File: src/rtl/srl_fifo_pkg.sv
// Shared constants and helpers for the SRL-based FIFO family.
package srl_fifo_pkg;

    localparam int unsigned DefDataWidth = 32;
    localparam int unsigned DefDepth     = 16;

    // Smallest r with 2**r >= value; returns 0 for value <= 1.
    function automatic int unsigned clog2(input int unsigned value);
        int unsigned r;
        r = 0;
        for (int unsigned i = 0; i < 32; i++) begin
            if ((32'd1 << i) < value) begin
                r = i + 1;
            end
        end
        return r;
    endfunction

endpackage

File: src/rtl/srl_fifo_reg_out_if.sv
// Producer/consumer handshake bundle for srl_fifo_reg_out.
interface srl_fifo_reg_out_if
    import srl_fifo_pkg::*;
#(
    parameter int unsigned DATA_WIDTH = DefDataWidth,
    parameter int unsigned ADDR_WIDTH = clog2(DefDepth)
) ();

    logic                  if_write;
    logic [DATA_WIDTH-1:0] if_din;
    logic                  if_full_n;
    logic                  if_read;
    logic [DATA_WIDTH-1:0] if_dout;
    logic                  if_empty_n;
    logic [ADDR_WIDTH:0]   usedw;
    logic                  almost_full;

    // Side that produces and consumes data (the FIFO's user).
    modport master (
        output if_write, if_din, if_read,
        input  if_full_n, if_dout, if_empty_n, usedw, almost_full
    );

    // The FIFO itself.
    modport slave (
        input  if_write, if_din, if_read,
        output if_full_n, if_dout, if_empty_n, usedw, almost_full
    );

endinterface

File: src/rtl/srl_fifo_shiftreg.sv
// Reset-free addressable shift register; written so synthesis maps it onto SRL primitives.
module srl_fifo_shiftreg
    import srl_fifo_pkg::*;
#(
    parameter int unsigned DATA_WIDTH = DefDataWidth,
    parameter int unsigned ADDR_WIDTH = clog2(DefDepth),
    parameter int unsigned DEPTH      = DefDepth
) (
    input  logic                  clk,
    input  logic                  we,
    input  logic [ADDR_WIDTH-1:0] addr,
    input  logic [DATA_WIDTH-1:0] din,
    output logic [DATA_WIDTH-1:0] dout
);

    logic [DATA_WIDTH-1:0] mem [DEPTH];

    // Shift all entries one place on a write; newest word lands in entry 0.
    always_ff @(posedge clk) begin
        if (we) begin
            mem[0] <= din;
            for (int unsigned i = 1; i < DEPTH; i++) begin
                mem[i] <= mem[i-1];
            end
        end
    end

    assign dout = mem[addr];

endmodule

File: src/rtl/srl_fifo_reg_out.sv
// SRL-storage FIFO with optional registered output stage (OUT_REG=1 adds one entry).
module srl_fifo_reg_out
    import srl_fifo_pkg::*;
#(
    parameter int unsigned DATA_WIDTH = DefDataWidth,
    parameter int unsigned DEPTH      = DefDepth,
    parameter int unsigned ADDR_WIDTH = clog2(DEPTH),
    parameter int unsigned OUT_REG    = 1,
    parameter int unsigned AF_MARGIN  = 2
) (
    input logic               clk,
    input logic               reset_n,
    srl_fifo_reg_out_if.slave bus
);

    localparam int unsigned         Cap      = DEPTH + OUT_REG;
    localparam logic [ADDR_WIDTH:0] DepthCnt = (ADDR_WIDTH+1)'(DEPTH);
    localparam logic [ADDR_WIDTH:0] AfLevel  =
        (AF_MARGIN >= Cap) ? '0 : (ADDR_WIDTH+1)'(Cap - AF_MARGIN);
    localparam logic [ADDR_WIDTH:0] CntOne   = (ADDR_WIDTH+1)'(1);

    logic [ADDR_WIDTH:0]   cnt_q, cnt_d;
    logic [ADDR_WIDTH:0]   usedw_q, usedw_d;
    logic                  full_n_q, full_n_d;
    logic                  empty_n_q, empty_n_d;
    logic                  af_q, af_d;
    logic                  ov_q, ov_d;
    logic [DATA_WIDTH-1:0] dout_q, dout_d;

    logic                  wr_acc;
    logic                  rd_acc;
    logic                  load;
    logic                  sr_we;
    logic [ADDR_WIDTH-1:0] sr_addr;
    logic [DATA_WIDTH-1:0] sr_dout;

    assign wr_acc  = bus.if_write & full_n_q;
    assign rd_acc  = bus.if_read & empty_n_q;
    // No shifting while in reset so requests during reset leave no trace.
    assign sr_we   = wr_acc & reset_n;
    // Oldest stored word sits at count-1; park at 0 when storage is empty.
    assign sr_addr = (cnt_q == '0) ? '0 : ADDR_WIDTH'(cnt_q - CntOne);

    srl_fifo_shiftreg #(
        .DATA_WIDTH (DATA_WIDTH),
        .ADDR_WIDTH (ADDR_WIDTH),
        .DEPTH      (DEPTH)
    ) u_storage (
        .clk  (clk),
        .we   (sr_we),
        .addr (sr_addr),
        .din  (bus.if_din),
        .dout (sr_dout)
    );

    // Next-state for storage count, output stage and registered flags.
    always_comb begin
        load   = 1'b0;
        ov_d   = ov_q;
        dout_d = dout_q;
        cnt_d  = cnt_q;
        if (OUT_REG != 0) begin
            // Refill the output register whenever it is free or being drained.
            load = (cnt_q != '0) && (!ov_q || rd_acc);
            if (load) begin
                ov_d   = 1'b1;
                dout_d = sr_dout;
            end else if (rd_acc) begin
                ov_d = 1'b0;
            end
            unique case ({wr_acc, load})
                2'b10:   cnt_d = cnt_q + CntOne;
                2'b01:   cnt_d = cnt_q - CntOne;
                default: cnt_d = cnt_q;
            endcase
        end else begin
            unique case ({wr_acc, rd_acc})
                2'b10:   cnt_d = cnt_q + CntOne;
                2'b01:   cnt_d = cnt_q - CntOne;
                default: cnt_d = cnt_q;
            endcase
        end
        usedw_d   = cnt_d + (ADDR_WIDTH+1)'(ov_d);
        full_n_d  = (cnt_d != DepthCnt);
        empty_n_d = (OUT_REG != 0) ? ov_d : (cnt_d != '0);
        af_d      = (usedw_d >= AfLevel);
    end

    // State register with synchronous active-low reset; storage is never cleared.
    always_ff @(posedge clk) begin
        if (!reset_n) begin
            cnt_q     <= '0;
            usedw_q   <= '0;
            full_n_q  <= 1'b1;
            empty_n_q <= 1'b0;
            af_q      <= 1'b0;
            ov_q      <= 1'b0;
            dout_q    <= '0;
        end else begin
            cnt_q     <= cnt_d;
            usedw_q   <= usedw_d;
            full_n_q  <= full_n_d;
            empty_n_q <= empty_n_d;
            af_q      <= af_d;
            ov_q      <= ov_d;
            dout_q    <= dout_d;
        end
    end

    assign bus.if_full_n   = full_n_q;
    assign bus.if_empty_n  = empty_n_q;
    assign bus.usedw       = usedw_q;
    assign bus.almost_full = af_q;
    assign bus.if_dout     = (OUT_REG != 0) ? dout_q : sr_dout;

endmodule
File: src/flat_wrapper.sv
// flat-port wrapper written by rule: the top's interface ports become plain ports
module srl_fifo_reg_out_flat import srl_fifo_pkg::*;
#(
    parameter int unsigned DATA_WIDTH = DefDataWidth,
    parameter int unsigned DEPTH      = DefDepth,
    parameter int unsigned ADDR_WIDTH = clog2(DEPTH),
    parameter int unsigned OUT_REG    = 1,
    parameter int unsigned AF_MARGIN  = 2
)
  (clk, reset_n, bus_if_write, bus_if_din, bus_if_read, bus_if_full_n, bus_if_dout, bus_if_empty_n, bus_usedw, bus_almost_full);
  srl_fifo_reg_out_if #(.DATA_WIDTH(DATA_WIDTH), .ADDR_WIDTH(ADDR_WIDTH)) bus_i ();
  input logic clk;
  input logic reset_n;
  input wire logic [$bits(bus_i.if_write)-1:0] bus_if_write;
  input wire logic [$bits(bus_i.if_din)-1:0] bus_if_din;
  input wire logic [$bits(bus_i.if_read)-1:0] bus_if_read;
  output wire logic [$bits(bus_i.if_full_n)-1:0] bus_if_full_n;
  output wire logic [$bits(bus_i.if_dout)-1:0] bus_if_dout;
  output wire logic [$bits(bus_i.if_empty_n)-1:0] bus_if_empty_n;
  output wire logic [$bits(bus_i.usedw)-1:0] bus_usedw;
  output wire logic [$bits(bus_i.almost_full)-1:0] bus_almost_full;
  assign bus_i.if_write = bus_if_write;
  assign bus_i.if_din = bus_if_din;
  assign bus_i.if_read = bus_if_read;
  assign bus_if_full_n = bus_i.if_full_n;
  assign bus_if_dout = bus_i.if_dout;
  assign bus_if_empty_n = bus_i.if_empty_n;
  assign bus_usedw = bus_i.usedw;
  assign bus_almost_full = bus_i.almost_full;
  srl_fifo_reg_out #(.DATA_WIDTH(DATA_WIDTH), .DEPTH(DEPTH), .ADDR_WIDTH(ADDR_WIDTH), .OUT_REG(OUT_REG), .AF_MARGIN(AF_MARGIN)) u_core (.clk(clk), .reset_n(reset_n), .bus(bus_i));
endmodule
File: config.mk
export PLATFORM = sky130hd
export DESIGN_NAME = srl_fifo_reg_out_flat
export DESIGN_NICKNAME = d
export VERILOG_FILES = /design/src/rtl/srl_fifo_pkg.sv /design/src/rtl/srl_fifo_reg_out_if.sv /design/src/rtl/srl_fifo_shiftreg.sv /design/src/rtl/srl_fifo_reg_out.sv /design/src/flat_wrapper.sv
export SDC_FILE = /design/constraint.sdc
export NUM_CORES = 1
export LEC_CHECK = 0
export BUFFER_PORTS_ARGS = -buffer_cell sky130_fd_sc_hd__buf_4
export CAP_MARGIN = 10
export CORE_ASPECT_RATIO = 0.8
export CORE_UTILIZATION = 61
export DETAILED_ROUTE_END_ITERATION = 12
export PLACE_DENSITY = 0.79
export SYNTH_ARGS = -nofsm -noshare
export SYNTH_HDL_FRONTEND = slang
export SYNTH_HIERARCHICAL = 1
export SYNTH_SLANG_ARGS = --single-unit
File: constraint.sdc
create_clock -name clk -period 17.3 [get_ports clk]
set_input_delay 3.46 -clock clk [delete_from_list [all_inputs] [get_ports clk]]
set_output_delay 3.46 -clock clk [all_outputs]
set_load 0.01 [all_outputs]
Word level (Yosys, flattened, before mapping). Memories as Yosys holds them, arrays and structs flattened. A register that Yosys moved wholly into a read port is not among the register bits. Cells that the tools add are included. Widths: inputs -> output; s select.

Register bits after elaboration: 13. Memory bits (writable): 512. Input port bits: 36. Output and inout port bits: 40. Logic and storage cells: 28. Memories kept: 1.

Memories: u_core.u_storage.mem (depth 16, bits a word 32, rd ports 16, clocked after Yosys merged registers in 1, wr ports 16, RTL line srl_fifo_shiftreg.sv:16) `logic [DATA_WIDTH-1:0] mem [DEPTH];`.

Add/sub/neg operators: 3. $lt $le $gt $ge: 1. Eq/ne operators: 3. Mux-type cells: 6. Bitwise gates (word level): 3. Reduce and logical (&&, ||, !) cells: 6.

Operators by type and width (count): $pmux 5 s2 (1); $add 5x1->5 (1); $add 5x1->5 const B (1); $ge 5x4->1 const B (1); $logic_not 5->1 (1); $ne 5x5->1 const B (1); $reduce_bool 5->1 (1); $sub 5x1->5 const B (1); $mux 1 (4); $mux 4 (1); $and 1x1->1 (3); $eq 2x1->1 const B (1); $eq 2x2->1 const B (1); $logic_not 1->1 (2); $logic_and 1x1->1 (1); $logic_or 1x1->1 (1).

Longest topological paths before layout.
Depth in word-level cells: 7. Depth in mapped cells: 16.

By module. The synthesis kept the hierarchy.

Modules (own cells, without submodules): srl_fifo_shiftreg (instances 1, cells an instance 783, area each 19103.3 um2); srl_fifo_reg_out (instances 1, cells an instance 228, area each 1940.6 um2).

Least setup slack after synthesis. OpenSTA, ideal clock, no wires.

Kind: in2reg. Start: in bus_if_write. End: mem u_core/u_storage/mem[0][0] (netlist name), enable pin. Setup time: 0.947 ns. Arrival time: 15.110 ns. Data required time: 16.353 ns. Slack: 1.244 ns. Cell stages on the path: 1. Buffers on the path: 0. Cell sequence: and3_1.

RTL lines: start, declared (RTL line flat_wrapper.sv:14) `input wire logic [$bits(bus_i.if_write)-1:0] bus_if_write;`; end, declared (RTL line srl_fifo_shiftreg.sv:16).

==> results.yml <==
timing:
  rsz0062_at_grt: "no"
  fin_crit_sh_pct: 41.8
  tightest_slew_ns: 1.18
  fmax_ghz: 0.138
  slew_violations: 0
  slew_headroom_pct: 21.3
  final.setup.tns_ns: 0
  hold_violations: 0
  fin_crit_ns: 7.23
  clock_skew_ns: 0.0160
  finalSetupViolations: 0
global_routing:
  grt_pass1_wl_um: 59100
  grt_overflow: 0
  grt_max_degree: 207
  antenna_found_initial: 0
  track_usage_pct: 21.8
  grt_pass1_vias: 10200
detailed_routing:
  post-route-drc-count: 0
  vias: 9978
  via_per_inst: 6.35
  drtIter0Drc: 1050
  routedWlPerCell_um: 23.9
  dr.pass1.iters: 5
  drtAntennaViolNets: 0
  drt_wl_total_um: 37600
power:
  finalPower_mw: 4.67
  pwr_density_cell_nw_per_um2: 196
  ir_worst_vdd_uv: 272
  leakage_nw: 7.77
yosys:
  synth_area_per_cell_um2: 20.8
  synth_cell_types: 36
  synth_fp_nets: 1053
  netlist_area_um2: 21000
  synth_edf_count: 512
  yosys_warnings: 6
  synthFlopType: "edfxtp_1"
  async_flop_share_pct: 0
  syn_inst: 1011
  yosysSeqAreaShare_pct: 77.3
  synth.ff_latch_count: 557
floorplan:
  io_pins: 76
  fp.dieW_um: 210
  core_area_um2: 33800
  placementRows: 60
  chipHeight_um: 168
  initial_core_util_pct: 62.3
  die_area_um2: 35300
critical_path:
  reg2reg_to: "u_core/u_storage/mem[4][2]"
  crit_type: "in -> reg"
  crit_path_max_incr_delay_ns: 0.97
  cp_num_buf_inv: 4
  rr_startpoint: "u_core/bus.if_full_n"
  r2r_slack_ns: 13.07
  cp-end-kind: "register"
  worst_ep_required_time_ns: 17.47
  cp_slowest_cell: "buf_4"
  cp_top_family: "buffers and inverters"
  reg2reg_depth: 4
  start_kind: "input port"
  cp_common_cell: "buf_4"
  crit_arrival_ns: 7.40
  crit_chain: "buf_4 -> and3_4 -> buf_12 -> buf_4 -> buf_4"
  crit_path_max_fanout: 206
min_path:
  min_path_type: "reg -> reg"
  hold_path_depth: 0
  hold_end: "u_core/u_storage/mem[5][7]"
  min-delay-start: "u_core/u_storage/mem[4][7]"
clock_network:
  postCtsHoldBufs: 0
  cts_sinks: 557
  cts_root_buf: "clkbuf_16"
  htreeDepth: 2
  clk_latency_ns: 0.57
  cts_buffers: 51
  cts_tree: "done"
  cts_setup_buffers: 0
  cts_buffer_depth: 3
  cts_resized: 0
  clkTransAtPathRegs_ns: 0.06
layout:
  syn2layout_area_growth_pct: 13.0
  nets: 1139
  drive_above_1_share_pct: 27.1
  fin_util_pct: 70.4
  fillers: 1970
  num_antenna_cells: 0
place:
  dp_hpwl_um: 20000
  routabilityCongestion: 0.743
  port_buffers: 75
run:
  cap_violations: 0
run_status:
  outcome: "finished, final reports clean"
==> worst max path at each step <==
| stage | from | to | cells past startpoint |
|---|---|---|---|
| final | reset_n | u_core/u_storage/mem[4][2] | 5 |
| after CTS | reset_n | u_core/u_storage/mem[4][2] | 5 |
| after global placement | reset_n | u_core/u_storage/mem[5][1] | 5 |
| after detailed placement | reset_n | u_core/u_storage/mem[5][1] | 5 |
| after floorplan | bus_if_write | u_core/u_storage/mem[0][0] | 1 |
| after global routing | reset_n | u_core/u_storage/mem[4][2] | 5 |
==> synthesized netlist by cell type, types with 2 or more instances <==
master	n	area [µm²]
nor2_1	9	33.8
buf_6	3	33.8
o21ai_0	2	10.0
and2_1	12	75.1
a21boi_0	32	240
edfxtp_1	512	15400
nor3b_1	2	15.0
o31ai_1	2	15.0
ha_1	6	75.1
buf_2	5	25.0
nand2_1	106	398
inv_1	6	22.5
clkbuf_1	27	101
xnor2_1	6	52.6
a22oi_1	65	488
buf_1	9	33.8
nand3_1	4	20.0
mux4_2	128	2880
nor2b_1	4	25.0
buf_4	11	82.6
dfxtp_1	45	901
==> power breakdown <==
group | internal, mW | switching [mW] | leakage, nW
clock | 0.676 | 0.481 | 0.848
sequential | 1.69 | 0.0842 | 5.17
combinational | 0.778 | 0.960 | 1.76
==> sequential cells by signal, indices dropped and copies added, names as in the netlist <==
signal / cells
u_core/cnt_q: 5
u_core/bus.if_dout: 32
u_core/ov_q: 1
u_core/u_storage/mem: 512
u_core/bus.almost_full: 1
u_core/bus.usedw: 5
u_core/bus.if_full_n: 1
==> stage by stage <==
step                std cells  cell area (µm²)  hold slack, ns  setup slack, ns
floorplan                1011            21000           0.421             1.24
global placement         1478            22000           0.422             9.60
detailed placement       1478            22000           0.427             9.50
CTS                      1572            23800           0.442            10.08
global route             1572            23800           0.450             9.81
finish                   1572            23800           0.437            10.07
==> cell families after synthesis <==
| group | after synthesis | synth area share, % |
|---|---|---|
| fa+ha+maj | 6 | 0.357 |
| flops | 557 | 77.3 |
| compound gates | 107 | 3.89 |
| mux | 130 | 13.8 |
| buf+inv | 61 | 1.42 |
| simple gates | 144 | 2.94 |
| xor+xnor | 6 | 0.250 |
==> routing by layer <==
layer  GRT usage (%)  part of all wire (%)  up-vias
met1            33.1                    43     5218
met2            33.6                    48      401
met3            3.77                   6.8       50
met4            5.78                   1.8        0
met5               0                     0        -
li1                -                     -     4309
==> cell usage in the layout (no fill, tap or decap), drive strengths merged <==
cell type / Yosys / layout
edfxtp: 512 / 512
mux4: 128 / 128
nand2: 106 / 106
buf: 28 / 88
clkbuf: 27 / 69
a22oi: 65 / 65
dfxtp: 45 / 45
a21boi: 32 / 32
clkinv: 0 / 15
and2: 13 / 13
nor2: 9 / 9
inv: 6 / 7
xnor2: 6 / 6
ha: 6 / 6
bufinv: 0 / 5
clkinvlp: 0 / 4
nand3: 4 / 4
nor2b: 4 / 4
o21ai: 3 / 3
nor3b: 2 / 2
o31ai: 2 / 2
nand2b: 1 / 1
mux2i: 1 / 1
and3: 1 / 1
nor3: 1 / 1
nand4b: 1 / 1
o211ai: 1 / 1
nand4: 1 / 1
o311ai: 1 / 1
mux2: 1 / 1
o2111ai: 1 / 1
nor4: 1 / 1
a31o: 1 / 1
a32o: 1 / 1
==> area by class of cell <==
cell class / instances / area [µm²] / share of cell area (%)
Multi-Input combinational cell: 393 / 4510 / 19.0
Inverter: 6 / 22.5 / 0.0947
Sequential cell: 557 / 16300 / 68.5
Clock buffer: 69 / 1490 / 6.25
Tap cell: 434 / 543 / 2.28
Timing Repair Buffer: 88 / 686 / 2.88
Clock inverter: 25 / 254 / 1.07
No activity file was read; power rests on OpenSTA's default activity.
